## src/rtl/bcd_timer_pkg.sv

```systemverilog
// Shared types and constants for the BCD timer controller.
package bcd_timer_pkg;

  // Controller state; the encoding is visible on the state output.
  typedef enum logic [1:0] {
    StIdle  = 2'd0,
    StRun   = 2'd1,
    StPause = 2'd2,
    StDone  = 2'd3
  } state_e;

  localparam logic [3:0] BCD_MAX  = 4'd9;
  localparam logic [3:0] BCD_ZERO = 4'd0;

  // A target digit above 9 can never be shown by the counter.
  function automatic logic is_bcd(input logic [3:0] d);
    return d <= BCD_MAX;
  endfunction

endpackage

```

## src/rtl/bcd_tick_gen.sv

```systemverilog
// Count-step prescaler. Advances only while run is high, so a pause holds its
// phase. tick is a look-ahead: high when the prescaler will sit on its last
// value in the coming cycle, letting the caller register the step pulse.
module bcd_tick_gen #(
  parameter int unsigned TICK_DIV = 10,
  parameter int unsigned DIV_W    = $clog2(TICK_DIV)
) (
  input  logic clk,
  input  logic rst,
  input  logic clr,
  input  logic run,
  output logic tick
);

  localparam logic [DIV_W-1:0] LastVal = DIV_W'(TICK_DIV - 1);

  logic [DIV_W-1:0] div_q;
  logic [DIV_W-1:0] div_d;

  // Next prescaler value: clear wins, otherwise wrap at TICK_DIV-1 while running.
  always_comb begin
    div_d = div_q;
    if (clr) begin
      div_d = '0;
    end else if (run) begin
      div_d = (div_q == LastVal) ? '0 : div_q + DIV_W'(1);
    end
  end

  // Prescaler register.
  always_ff @(posedge clk) begin
    if (rst) begin
      div_q <= '0;
    end else begin
      div_q <= div_d;
    end
  end

  assign tick = (div_d == LastVal);

endmodule

```

## src/rtl/bcd_timer_ctrl.sv

```systemverilog
// Start/stop/pause sequencer for the two-digit BCD up/down counter.
// Optional feature: define BCD_TIMER_AUTORELOAD_EN for periodic operation
// (a match pulses done and cnt_rst and keeps running instead of entering DONE).
module bcd_timer_ctrl
  import bcd_timer_pkg::*;
#(
  parameter int unsigned TICK_DIV = 10,
  parameter int unsigned DIV_W    = $clog2(TICK_DIV)
) (
  input  logic       clk,
  input  logic       rst,
  input  logic       start,
  input  logic       stop,
  input  logic       clear,
  input  logic       dir,
  input  logic [3:0] target1,
  input  logic [3:0] target0,
  input  logic [3:0] cnt_digit1,
  input  logic [3:0] cnt_digit0,
  output logic       cnt_rst,
  output logic       cnt_en,
  output logic       cnt_up_down,
  output logic       running,
  output logic       done,
  output logic [1:0] state
);

  state_e state_q;
  logic   step_seen_q;
  logic   hit;
  logic   tick;
  logic   tick_clr;
  logic   tick_run;

  // Terminal compare and prescaler control. The compare is only meaningful in
  // the cycle after a step, once the counter digits have settled.
  always_comb begin
    hit = step_seen_q && is_bcd(target1) && is_bcd(target0) &&
          (cnt_digit1 == target1) && (cnt_digit0 == target0) &&
          ((state_q == StRun) || (state_q == StPause));
    tick_run = (state_q == StRun) && !hit && !clear;
    tick_clr = clear || ((state_q == StIdle) && start);
`ifdef BCD_TIMER_AUTORELOAD_EN
    tick_clr = tick_clr || hit;
`endif
  end

  bcd_tick_gen #(
    .TICK_DIV (TICK_DIV),
    .DIV_W    (DIV_W)
  ) u_tick_gen (
    .clk  (clk),
    .rst  (rst),
    .clr  (tick_clr),
    .run  (tick_run),
    .tick (tick)
  );

  // Controller FSM with registered counter controls and status flags.
  always_ff @(posedge clk) begin
    if (rst) begin
      state_q     <= StIdle;
      cnt_rst     <= 1'b1;
      cnt_en      <= 1'b0;
      cnt_up_down <= 1'b1;
      running     <= 1'b0;
      done        <= 1'b0;
      step_seen_q <= 1'b0;
    end else begin
      cnt_rst     <= 1'b0;
      cnt_en      <= 1'b0;
      step_seen_q <= cnt_en;
`ifdef BCD_TIMER_AUTORELOAD_EN
      done        <= 1'b0;
`endif
      if (clear) begin
        state_q     <= StIdle;
        cnt_rst     <= 1'b1;
        running     <= 1'b0;
        done        <= 1'b0;
        step_seen_q <= 1'b0;
      end else if (hit) begin
`ifdef BCD_TIMER_AUTORELOAD_EN
        cnt_rst <= 1'b1;
        done    <= 1'b1;
`else
        state_q <= StDone;
        running <= 1'b0;
        done    <= 1'b1;
`endif
      end else begin
        unique case (state_q)
          StIdle: begin
            if (start) begin
              state_q     <= StRun;
              running     <= 1'b1;
              cnt_up_down <= dir;
            end
          end
          StRun: begin
            // A stop cancels a step that would have fired next cycle.
            if (stop) begin
              state_q <= StPause;
              running <= 1'b0;
            end else begin
              cnt_en <= tick;
            end
          end
          StPause: begin
            if (start) begin
              state_q <= StRun;
              running <= 1'b1;
              cnt_en  <= tick;
            end
          end
          StDone: begin
          end
        endcase
      end
    end
  end

  assign state = state_q;

endmodule

```

## config.mk

```make
export PLATFORM = sky130hd
export DESIGN_NAME = bcd_timer_ctrl
export DESIGN_NICKNAME = d
export VERILOG_FILES = /design/src/rtl/bcd_timer_pkg.sv /design/src/rtl/bcd_tick_gen.sv /design/src/rtl/bcd_timer_ctrl.sv
export SDC_FILE = /design/constraint.sdc
export NUM_CORES = 1
export LEC_CHECK = 0
export BUFFER_PORTS_ARGS = -buffer_cell sky130_fd_sc_hd__buf_2
export CAP_MARGIN = 25
export CELL_PAD_IN_SITES_DETAIL_PLACEMENT = 0
export CELL_PAD_IN_SITES_GLOBAL_PLACEMENT = 1
export CORE_MARGIN = 2
export CORE_UTILIZATION = 33
export CTS_CLUSTER_DIAMETER = 100
export DETAILED_ROUTE_END_ITERATION = 10
export PLACE_DENSITY = 0.83
export SLEW_MARGIN = 5
export SYNTH_ARGS = -nofsm -noshare
export SYNTH_HDL_FRONTEND = slang
export SYNTH_SLANG_ARGS = --single-unit
```

## constraint.sdc

```tcl
create_clock -name clk -period 2.5 [get_ports clk]
set_clock_uncertainty 0.2 [all_clocks]
set_input_delay 0.5 -clock clk [delete_from_list [all_inputs] [get_ports clk]]
set_output_delay 0.5 -clock clk [all_outputs]
set_load 0.02 [all_outputs]
```

==> results.toml <==
[global_route]
grt_pass1_vias = 533
grt_max_degree = 13
grtUsageTotal_pct = 11.9
grt_pass1_wl_mm = 2.26
grt_remaining_overflow = 0
antenna_found_initial = 0

[timing]
rsz0062_at_grt = "no"
worst_slack_ps = 489
min_period_ps = 2010
hold_ws_ps = 261
fin_setup_tns_ps = 0
hold_viol_final = 0
fin_crit_sh_pct = 80.4
setup_viol = 0
slew_viol_final = 0
tightest_slew_ps = 284
fmax_mhz = 497
relSlewSlack_pct = 81.1

[layout]
fin_util_pct = 46.5
area_delta_synth_final_pct = 29.2
final_nets = 147
antennaDiodeCount = 0
drive_gt1_share_pct = 29.2
fillers = 215
final_area_sq_um = 931

[critical_path]
critical_path.slowest_cell = "or4_1"
rr_worst_depth = 7
crit_chain = "inv_1, ha_1, nand3_1, nor4_2, buf_4, or4_1, a21oi_1"
path_class = "reg -> reg"
timing.rr.end = "u_tick_gen.div_q[2]"
worst_ep_required_time_ps = 2520
r2r_start = "state[0]"
start_kind = "flop"
crit_buf_inv = 2
cp_top_family = "simple AND/OR/NAND/NOR gates"
slowest_delay_ps = 460
cp-end-kind = "flop"
cp_max_fo = 12
arrival_ps = 2030
r2r_slack_ps = 490

[logic_synthesis]
synth_top_area_share_pct = 33.3
post_synth.cell_area_avg_sq_um = 8.19
synthTopCellsByArea = "dfxtp_1 33%, xnor2_1 8.5%, ha_1 6.9%"
ys_seq_area_share_pct = 33.3
syn_area_sq_um = 721
synth_area_leader_cell = "dfxtp_1"
syn-num-nets = 114
yosysWarnings = 0
synth_cell_types = 27
netlist_instances = 88
yosys_register_bits = 12

[placement]
dpl_cell_area_sq_um = 895
dp_slack_ps = 451
finalWeightedCongestion = 0.753
dp_hpwl_mm = 1.22
io_buffers = 28

[cts]
cts_setup_buffers = 0
cts_resized = 0
cts_buffer_depth = 2
ctsHoldBuffers = 0
clock_latency_ps = 280
cts_tree = "built"
cts-root-buf = "clkbuf_4"
clkSlewWorstSetupHoldPaths_ps = 80
numCtsBuffers = 3
numClockSinks = 12
htreeDepth = 1

[detailed_routing]
drc_errors = 0
vias = 705
ant_nets = 0
dr.first_iter.drc_count = 7
wl_per_cell_microns = 10.3
finalWirelength_mm = 1.52
avgViaCountPerCell = 4.80
first_pass_iters = 3

[power]
ir_drop_mv = 0.371
leakagePower_uw = 0.000382
powerDensity_mw_per_mm2 = 466

[hold_path]
hold_end = "step_seen_q"
hold-path-cell-count = 1
min_from = "cnt_en"
timing.hold.worst.class = "reg -> reg"

[outcome]
status = "complete, no violations"

[die]
start_util_pct = 36.0
io_pins = 29
fp.dieH_microns = 50.7
die_area_sq_mm = 0.00257
core_sq_mm = 0.00200
num_rows = 16
die_w_microns = 50.7

[job]
drv_cap = 0
power by group:
group / leakage, uW / internal (uW) / switching (uW)
clock network: 0.0000210 / 88.7 / 66.8
registers: 0.0000975 / 196 / 3.83
logic: 0.000264 / 36.5 / 41.7
total: 0.000382 / 321 / 112
synth_stat cells:
| master | n |
|---|---|
| nor2_1 | 8 |
| nor3b_1 | 1 |
| o21a_1 | 1 |
| dfxtp_1 | 12 |
| o211ai_1 | 3 |
| nand2b_1 | 3 |
| inv_1 | 6 |
| nand3_1 | 4 |
| nor4_2 | 1 |
| nand2_1 | 8 |
| or3b_1 | 1 |
| o21ai_0 | 2 |
| nor3_1 | 4 |
| or3_1 | 1 |
| xnor2_1 | 7 |
| and2_1 | 1 |
| nor2b_1 | 1 |
| a21oi_1 | 9 |
| buf_4 | 1 |
| nor4bb_1 | 1 |
| o31ai_1 | 2 |
| ha_1 | 4 |
| a31oi_1 | 1 |
| o31a_1 | 1 |
| or4_1 | 2 |
| a211oi_2 | 1 |
| mux2i_1 | 2 |
how the worst max path moves through the flow:
stage,start,to,slack [ps],depth (start not counted)
6_report,state[0],u_tick_gen.div_q[2],490,7
5_1_grt,state[0],u_tick_gen.div_q[2],390,7
4_1_cts,state[0],u_tick_gen.div_q[2],470,7
3_5_place_dp,cnt_digit1[3],u_tick_gen.div_q[2],450,7
3_3_place_gp,cnt_digit1[3],u_tick_gen.div_q[2],480,7
2_1_floorplan,state[0],u_tick_gen.div_q[3],580,5
area by class of cell:
| type | count | area (sq um) | share of cell area, % |
|---|---|---|---|
| multi-input cells | 69 | 450 | 48.4 |
| flip-flops and latches | 12 | 240 | 25.8 |
| repair buffers | 29 | 148 | 15.9 |
| clock buffers | 4 | 36.3 | 3.90 |
| well taps | 27 | 33.8 | 3.63 |
| inverters | 6 | 22.5 | 2.42 |
logic make-up after synthesis:
| group | count (synthesis) | share of synthesized area, % |
|---|---|---|
| muxes | 2 | 2.78 |
| and+or+nand+nor | 36 | 26.6 |
| buffers and inverters | 7 | 4.17 |
| DFF | 12 | 33.3 |
| adders and majority gates | 4 | 6.94 |
| AOI/OAI and AO/OA | 20 | 17.7 |
| xor gates and xnor gates | 7 | 8.51 |
state kept, by name, summed over array words and instances, names as in the netlist:
signal / cells
cnt_en: 1
cnt_rst: 1
cnt_up_down: 1
done: 1
running: 1
state: 2
step_seen_q: 1
u_tick_gen.div_q: 4
stage by stage:
| step | power (uW) | instances |
|---|---|---|
| detailed placement | 283 | 143 |
| global route | 459 | 147 |
| floorplan | 249 | 88 |
| finish | 433 | 147 |
| CTS | 441 | 147 |
| global placement | 282 | 143 |
layer usage:
metal	global-route usage, %	wire, microns	part of all wire, %
met4	5.41	27	1.8
met2	16.4	665	44
met5	0	0	0
met1	15.8	749	49
met3	5.36	76	5.0
placed cells by master, fill, tap and decap left out, types with 4 or more instances in the layout:
cell / synthesis / layout
a21oi_1: 9 / 9
buf_2: 0 / 28
dfxtp_1: 12 / 12
ha_1: 4 / 4
inv_1: 6 / 6
nand2_1: 8 / 8
nand3_1: 4 / 4
nor2_1: 8 / 8
nor3_1: 4 / 4
xnor2_1: 7 / 7
No activity file was read; power rests on OpenSTA's default activity.
